### src/rtl/regfile_wb_pkg.sv
// regfile_wb_pkg
//   Shared definitions for the register-file write-port front end.
//   REG_ADDR_W / NUM_REGS describe the 32-entry general-purpose register file.
//   wb_src_t names the source that owns the write port in a given cycle.
package regfile_wb_pkg;

    localparam int REG_ADDR_W = 5;
    localparam int NUM_REGS   = 32;

    typedef enum logic [1:0] {
        WB_NONE,
        WB_ALU,
        WB_MEM
    } wb_src_t;

endpackage

### src/rtl/wb_fifo.sv
// wb_fifo
//   Synchronous first-in first-out buffer for long-latency write-back entries.
//   Storage is a register array. The head is read straight from the array
//   entry under the read pointer, so a push only becomes visible at the head
//   after the clock edge that writes it.
// Ports
//   clock, reset    : rising-edge clock, asynchronous active-high reset
//   push, push_data : write an entry (ignored while full)
//   pop             : discard the head entry (ignored while empty)
//   count           : registered occupancy, 0..DEPTH
//   head            : oldest stored entry
module wb_fifo #(
    parameter int WIDTH = 37,
    parameter int DEPTH = 4,
    localparam int PTR_W = $clog2(DEPTH),
    localparam int CNT_W = $clog2(DEPTH) + 1
) (
    input  logic             clock,
    input  logic             reset,
    input  logic             push,
    input  logic [WIDTH-1:0] push_data,
    input  logic             pop,
    output logic [CNT_W-1:0] count,
    output logic [WIDTH-1:0] head
);

    localparam logic [PTR_W-1:0] PTR_ONE   = PTR_W'(1);
    localparam logic [CNT_W-1:0] CNT_ONE   = CNT_W'(1);
    localparam logic [CNT_W-1:0] CNT_DEPTH = CNT_W'(DEPTH);

    logic [WIDTH-1:0] mem_q [DEPTH];
    logic [PTR_W-1:0] wr_ptr_q, wr_ptr_d;
    logic [PTR_W-1:0] rd_ptr_q, rd_ptr_d;
    logic [CNT_W-1:0] count_q, count_d;
    logic             push_ok;
    logic             pop_ok;

    // Pointers wrap naturally because DEPTH is a power of two; the count
    // tells full from empty when the pointers are equal.
    always_comb begin
        push_ok  = push && (count_q != CNT_DEPTH);
        pop_ok   = pop && (count_q != '0);
        wr_ptr_d = push_ok ? (wr_ptr_q + PTR_ONE) : wr_ptr_q;
        rd_ptr_d = pop_ok ? (rd_ptr_q + PTR_ONE) : rd_ptr_q;
        count_d  = count_q;
        if (push_ok && !pop_ok) begin
            count_d = count_q + CNT_ONE;
        end else if (pop_ok && !push_ok) begin
            count_d = count_q - CNT_ONE;
        end
    end

    always_ff @(posedge clock or posedge reset) begin
        if (reset) begin
            wr_ptr_q <= '0;
            rd_ptr_q <= '0;
            count_q  <= '0;
        end else begin
            wr_ptr_q <= wr_ptr_d;
            rd_ptr_q <= rd_ptr_d;
            count_q  <= count_d;
        end
    end

    // Data storage needs no reset: an entry is only observed after a push.
    always_ff @(posedge clock) begin
        if (push_ok) begin
            mem_q[wr_ptr_q] <= push_data;
        end
    end

    assign count = count_q;
    assign head  = mem_q[rd_ptr_q];

endmodule

### src/rtl/regfile_writeback.sv
// regfile_writeback
//   Write-port front end for the 32-entry register file. Single-cycle ALU
//   results and queued long-latency results share the one write port; the
//   write_* outputs come straight from registers. A pending-write scoreboard
//   tells decode which registers still await a long-latency result.
// Handshakes
//   A transfer happens on a rising edge where valid && ready. ready depends
//   only on registered state, never on valid; upstream holds its payload
//   stable while valid is high and ready is low.
// Ports
//   clock, reset                      : rising-edge clock, async active-high reset
//   alu_valid/alu_ready/addr/data     : single-cycle result
//   mem_valid/mem_ready/addr/data     : long-latency result, pushed to a FIFO
//   mark_valid, mark_addr             : decode issued a long-latency op
//   pending                           : outstanding long-latency writes
//   queue_count                       : FIFO occupancy
//   write_enable/write_addr/write_data: register-file write port
module regfile_writeback
    import regfile_wb_pkg::*;
#(
    parameter int WORD_SIZE    = 32,
    parameter int QUEUE_DEPTH  = 4,
    parameter int STARVE_LIMIT = 3
) (
    input  logic                         clock,
    input  logic                         reset,
    input  logic                         alu_valid,
    output logic                         alu_ready,
    input  logic [REG_ADDR_W-1:0]        alu_addr,
    input  logic [WORD_SIZE-1:0]         alu_data,
    input  logic                         mem_valid,
    output logic                         mem_ready,
    input  logic [REG_ADDR_W-1:0]        mem_addr,
    input  logic [WORD_SIZE-1:0]         mem_data,
    input  logic                         mark_valid,
    input  logic [REG_ADDR_W-1:0]        mark_addr,
    output logic [NUM_REGS-1:0]          pending,
    output logic [$clog2(QUEUE_DEPTH):0] queue_count,
    output logic                         write_enable,
    output logic [REG_ADDR_W-1:0]        write_addr,
    output logic [WORD_SIZE-1:0]         write_data
);

    localparam int CNT_W   = $clog2(QUEUE_DEPTH) + 1;
    localparam int ENTRY_W = REG_ADDR_W + WORD_SIZE;
    localparam int SC_W    = $clog2(STARVE_LIMIT + 1);

    localparam logic [CNT_W-1:0] CNT_DEPTH = CNT_W'(QUEUE_DEPTH);
    localparam logic [SC_W-1:0]  SC_LIMIT  = SC_W'(STARVE_LIMIT);
    localparam logic [SC_W-1:0]  SC_ONE    = SC_W'(1);

    logic [CNT_W-1:0]      fifo_count;
    logic [ENTRY_W-1:0]    fifo_head;
    logic [REG_ADDR_W-1:0] head_addr;
    logic [WORD_SIZE-1:0]  head_data;
    logic                  fifo_empty;
    logic                  fifo_push;
    logic                  fifo_pop;
    wb_src_t               wb_src;

    logic [SC_W-1:0]       starve_cnt_q, starve_cnt_d;
    logic [NUM_REGS-1:0]   pending_q, pending_d;
    logic                  write_enable_q, write_enable_d;
    logic [REG_ADDR_W-1:0] write_addr_q, write_addr_d;
    logic [WORD_SIZE-1:0]  write_data_q, write_data_d;

    wb_fifo #(
        .WIDTH (ENTRY_W),
        .DEPTH (QUEUE_DEPTH)
    ) u_fifo (
        .clock     (clock),
        .reset     (reset),
        .push      (fifo_push),
        .push_data ({mem_addr, mem_data}),
        .pop       (fifo_pop),
        .count     (fifo_count),
        .head      (fifo_head)
    );

    // Arbitration. Once the FIFO head has lost STARVE_LIMIT cycles in a row,
    // alu_ready drops, the ALU cannot win, and the head is popped instead.
    always_comb begin
        head_addr  = fifo_head[ENTRY_W-1:WORD_SIZE];
        head_data  = fifo_head[WORD_SIZE-1:0];
        fifo_empty = (fifo_count == '0);
        alu_ready  = (starve_cnt_q != SC_LIMIT);
        // Full never accepts, even in a popping cycle; keeps ready registered-only.
        mem_ready  = (fifo_count != CNT_DEPTH);
        fifo_push  = mem_valid && mem_ready;

        if (alu_valid && alu_ready) begin
            wb_src = WB_ALU;
        end else if (!fifo_empty) begin
            wb_src = WB_MEM;
        end else begin
            wb_src = WB_NONE;
        end
        fifo_pop = (wb_src == WB_MEM);
    end

    always_comb begin
        starve_cnt_d = starve_cnt_q;
        if (fifo_empty || fifo_pop) begin
            starve_cnt_d = '0;
        end else if (wb_src == WB_ALU) begin
            // Cannot exceed the limit: at the limit the ALU is not ready.
            starve_cnt_d = starve_cnt_q + SC_ONE;
        end
    end

    // Scoreboard: clear on pop first so a same-cycle mark wins.
    always_comb begin
        pending_d = pending_q;
        if (fifo_pop && (head_addr != '0)) begin
            pending_d[head_addr] = 1'b0;
        end
        if (mark_valid && (mark_addr != '0)) begin
            pending_d[mark_addr] = 1'b1;
        end
        pending_d[0] = 1'b0;
    end

    // Write port. Address and data follow every winner, including x0
    // entries that are consumed without asserting the enable.
    always_comb begin
        write_enable_d = 1'b0;
        write_addr_d   = write_addr_q;
        write_data_d   = write_data_q;
        case (wb_src)
            WB_ALU: begin
                write_enable_d = (alu_addr != '0);
                write_addr_d   = alu_addr;
                write_data_d   = alu_data;
            end
            WB_MEM: begin
                write_enable_d = (head_addr != '0);
                write_addr_d   = head_addr;
                write_data_d   = head_data;
            end
            default: begin
                write_enable_d = 1'b0;
            end
        endcase
    end

    always_ff @(posedge clock or posedge reset) begin
        if (reset) begin
            starve_cnt_q   <= '0;
            pending_q      <= '0;
            write_enable_q <= 1'b0;
            write_addr_q   <= '0;
            write_data_q   <= '0;
        end else begin
            starve_cnt_q   <= starve_cnt_d;
            pending_q      <= pending_d;
            write_enable_q <= write_enable_d;
            write_addr_q   <= write_addr_d;
            write_data_q   <= write_data_d;
        end
    end

    assign pending      = pending_q;
    assign queue_count  = fifo_count;
    assign write_enable = write_enable_q;
    assign write_addr   = write_addr_q;
    assign write_data   = write_data_q;

endmodule

### config.mk
export PLATFORM = sky130hd
export DESIGN_NAME = regfile_writeback
export DESIGN_NICKNAME = d
export VERILOG_FILES = /design/src/rtl/regfile_wb_pkg.sv /design/src/rtl/wb_fifo.sv /design/src/rtl/regfile_writeback.sv
export SDC_FILE = /design/constraint.sdc
export NUM_CORES = 1
export LEC_CHECK = 0
export ABC_AREA = 1
export ABC_CLOCK_PERIOD_IN_PS = 4300
export CORE_UTILIZATION = 50
export CTS_CLUSTER_SIZE = 40
export DETAILED_ROUTE_END_ITERATION = 10
export PLACE_DENSITY = 0.76
export SETUP_SLACK_MARGIN = 0.3
export SLEW_MARGIN = 10
export SYNTH_ARGS = -nofsm -noshare
export SYNTH_HDL_FRONTEND = slang
export SYNTH_HIERARCHICAL = 1
export SYNTH_SLANG_ARGS = --single-unit
### constraint.sdc
create_clock -name clock -period 4.3 [get_ports clock]
set_input_delay 1.29 -clock clock [delete_from_list [all_inputs] [get_ports clock]]
set_output_delay 1.29 -clock clock [all_outputs]
set_load 0.02 [all_outputs]
==> results.py <==
metrics = {
    "worst_setup_path": {
        "setup.worst_path.start": "mem_valid",
        "critPathLaunchType": "input pin",
        "worstPathRequired_ns": 4.71,
        "criticalPathCategory": "input pin to flop",
        "reg2reg_from": "u_fifo/rd_ptr_q[1]",
        "end_kind": "flop",
        "arrival_ns": 3.59,
        "crit_fanout": 7,
    },
    "clock_network": {
        "cts.path.max_buffers": 3,
        "cts_root_buf": "clkbuf_16",
        "cts.sinks": 226,
        "ctsHoldBuffers": 0,
        "htreeDepth": 1,
        "cts_buffers": 23,
        "cts_resized": 0,
        "postCtsSetupBuffers": 0,
        "tritoncts": "yes",
        "clock_latency_ns": 0.52,
        "path_clk_slew_ns": 0.06,
    },
    "synth": {
        "ys_top_cells_by_area": "edfxtp_1 46%, dfrtp_1 20%, nand2_1 13%",
        "ys_top_cells_by_count": "345 x nand2_1, 148 x edfxtp_1, 104 x inv_1",
        "ys_types": 28,
        "syn_nets": 1009,
        "netlist.top_cell.by_area": "edfxtp_1",
        "synthArstFlopShare": 0.345,
        "netlist.area_leader.share": 0.458,
        "synth-edff-count": 148,
        "seq_area_frac_synth": 0.660,
        "ys_ff_latch": 226,
        "synthFlopType": "edfxtp_1",
        "syn_inst": 918,
        "yosysMostFrequentCell": "nand2_1",
        "synthesis.area_um2": 9700,
        "ys_warn_count": 6,
        "avgSynthCellArea_um2": 10.6,
    },
    "timing": {
        "rsz0062_at_grt": "false",
        "slew_headroom": 0.283,
        "post-route-min-period_ns": 3.17,
        "setup_viol": 0,
        "fin_tns_setup_ns": 0,
        "slew_viol_final": 0,
        "max_freq_ghz": 0.315,
        "finalHoldViolCount": 0,
        "tightest_slew_ns": 1.08,
        "fin_skew_ns": 0.0199,
        "final.period_utilization": 0.738,
    },
    "floorplanning": {
        "initial_core_util": 0.515,
        "ios": 159,
        "die-area_um2": 20000,
        "dieHeight_um": 141,
        "core-area_um2": 18800,
        "num_rows": 50,
        "die_w_um": 141,
    },
    "place": {
        "io_buffers": 157,
        "placed_area_um2": 11400,
        "hpwl_mm": 13.5,
        "gp_congestion": 0.847,
    },
    "power_and_ir_drop": {
        "leakage_nw": 5.07,
        "vdd_drop_max_v": 0.000453,
        "p_per_area_nw_per_um2": 704,
    },
    "routing": {
        "wl_met1_mm": 9.46,
        "maxUsedRoutingLayer": "met4",
        "drtIter0Drc": 425,
        "ant_nets": 0,
        "drc": 0,
        "drt-total-wl_mm": 21.6,
        "drt-pass1-iter-count": 5,
        "met2_length_mm": 10.4,
        "routed-wl-met3_mm": 1.37,
        "vias_per_cell": 5.17,
        "wl_per_cell_um": 16.1,
        "via_count": 6956,
    },
    "global_route": {
        "grt-ovfl-total": 0,
        "grt_pass1_wl_mm": 34.9,
        "antenna_found_initial": 0,
        "grt_max_degree": 114,
        "grt_use_total": 0.224,
        "grt_pass1_vias": 6861,
    },
    "final_layout": {
        "nets": 1160,
        "drive_gt1_frac": 0.0516,
        "final_area_um2": 12100,
        "area_growth_pct": 24.8,
        "n_fill_cell": 1472,
        "n_antenna_cell": 0,
    },
    "flow_run": {
        "max_cap_viol_count": 0,
    },
    "status": {
        "status": "finished clean",
    },
    "worst_hold_path": {
        "worstHoldStart": "starve_cnt_q[0]",
        "hold_path_class": "flop to flop",
    },
}
==> power by group <==
part / internal (mW) / switching [mW]
clock network: 1.04 / 0.806
logic: 1.23 / 2.14
registers: 3.00 / 0.308
==> critical path: stages <==
cell and delay (ns):
clkdlybuf4s50_1 0.49, a21boi_0 0.37, nand2_1 0.38, inv_1 0.14
ha_1 0.18, inv_1 0.07, fa_1 0.38, nand2_1 0.10
nand3_1 0.08, nand2_1 0.06, nand2_1 0.05
==> registers in the layout (all words and copies together) (netlist names) <==
name	cells
pending	31
starve_cnt_q	2
u_fifo/count	3
u_fifo/mem_q	148
u_fifo/rd_ptr_q	2
u_fifo/wr_ptr_q	2
write_addr	5
write_data	32
write_enable	1
==> path summary, 6_finish.rpt <==
check,to,slack (ns),cells after the start
setup / recovery,u_fifo/count[2],1.13,11
hold / removal,starve_cnt_q[0],0.44,1
setup reg to reg,pending[10],1.54,9
hold reg to reg,starve_cnt_q[0],0.44,1
max in group asynchronous,write_data[16],2.36,3
min in group asynchronous,u_fifo/count[2],1.07,2
==> metrics by stage <==
stage          power (mW)  instances   util  setup WS [ns]  hold slack [ns]
2_1_floorplan        5.45        918      -          0.541            0.408
3_3_place_gp         6.60       1304  0.606          0.778            0.421
3_5_place_dp         6.68       1304  0.606          0.654            0.432
4_1_cts              8.56       1346  0.643           1.19            0.440
5_1_grt              9.03       1346  0.643          0.991            0.462
6_report             8.52       1346  0.643           1.13            0.436
==> area by class of cell <==
| class | instances | area [um^2] | area share |
|---|---|---|---|
| Clock buffer | 34 | 647 | 0.0535 |
| Tap cell | 260 | 325 | 0.0269 |
| Timing Repair Buffer | 168 | 1650 | 0.137 |
| Inverter | 107 | 408 | 0.0337 |
| Sequential cell | 226 | 6400 | 0.529 |
| Clock inverter | 8 | 43.8 | 0.00362 |
| Multi-Input combinational cell | 543 | 2630 | 0.217 |
==> logic make-up (layout without fill, tap and decap cells) <==
logic type | after synthesis | after routing | synth area share
flip-flops | 226 | 226 | 0.660
AND/OR/NAND/NOR | 456 | 456 | 0.196
XOR/XNOR | 1 | 1 | 0.000903
AO/OA/AOI/OAI | 78 | 78 | 0.0600
adder cells (fa/ha/maj) | 7 | 7 | 0.00981
other | 1 | 1 | 0.000387
buffers and inverters | 149 | 317 | 0.0737
==> layout by cell type, fill, tap and decap left out, types with 11 or more instances in the layout <==
| master | netlist | layout |
|---|---|---|
| nor2_1 | 21 | 17 |
| dfrtp_1 | 78 | 78 |
| buf_4 | 5 | 11 |
| inv_1 | 104 | 103 |
| nand3_1 | 44 | 44 |
| nand2_1 | 345 | 345 |
| clkdlybuf4s50_1 | 0 | 157 |
| nand4_1 | 32 | 32 |
| clkbuf_16 | 0 | 23 |
| o211ai_1 | 74 | 74 |
| edfxtp_1 | 148 | 148 |
==> metal layers <==
layer  vias to the layer above  GRT usage
li1                       3370          -
met1                      3324      0.301
met2                       227      0.373
met3                        35     0.0425
met4                         0     0.0595
met5                         -          0
Note: power is estimated with default switching activity, not from simulation.
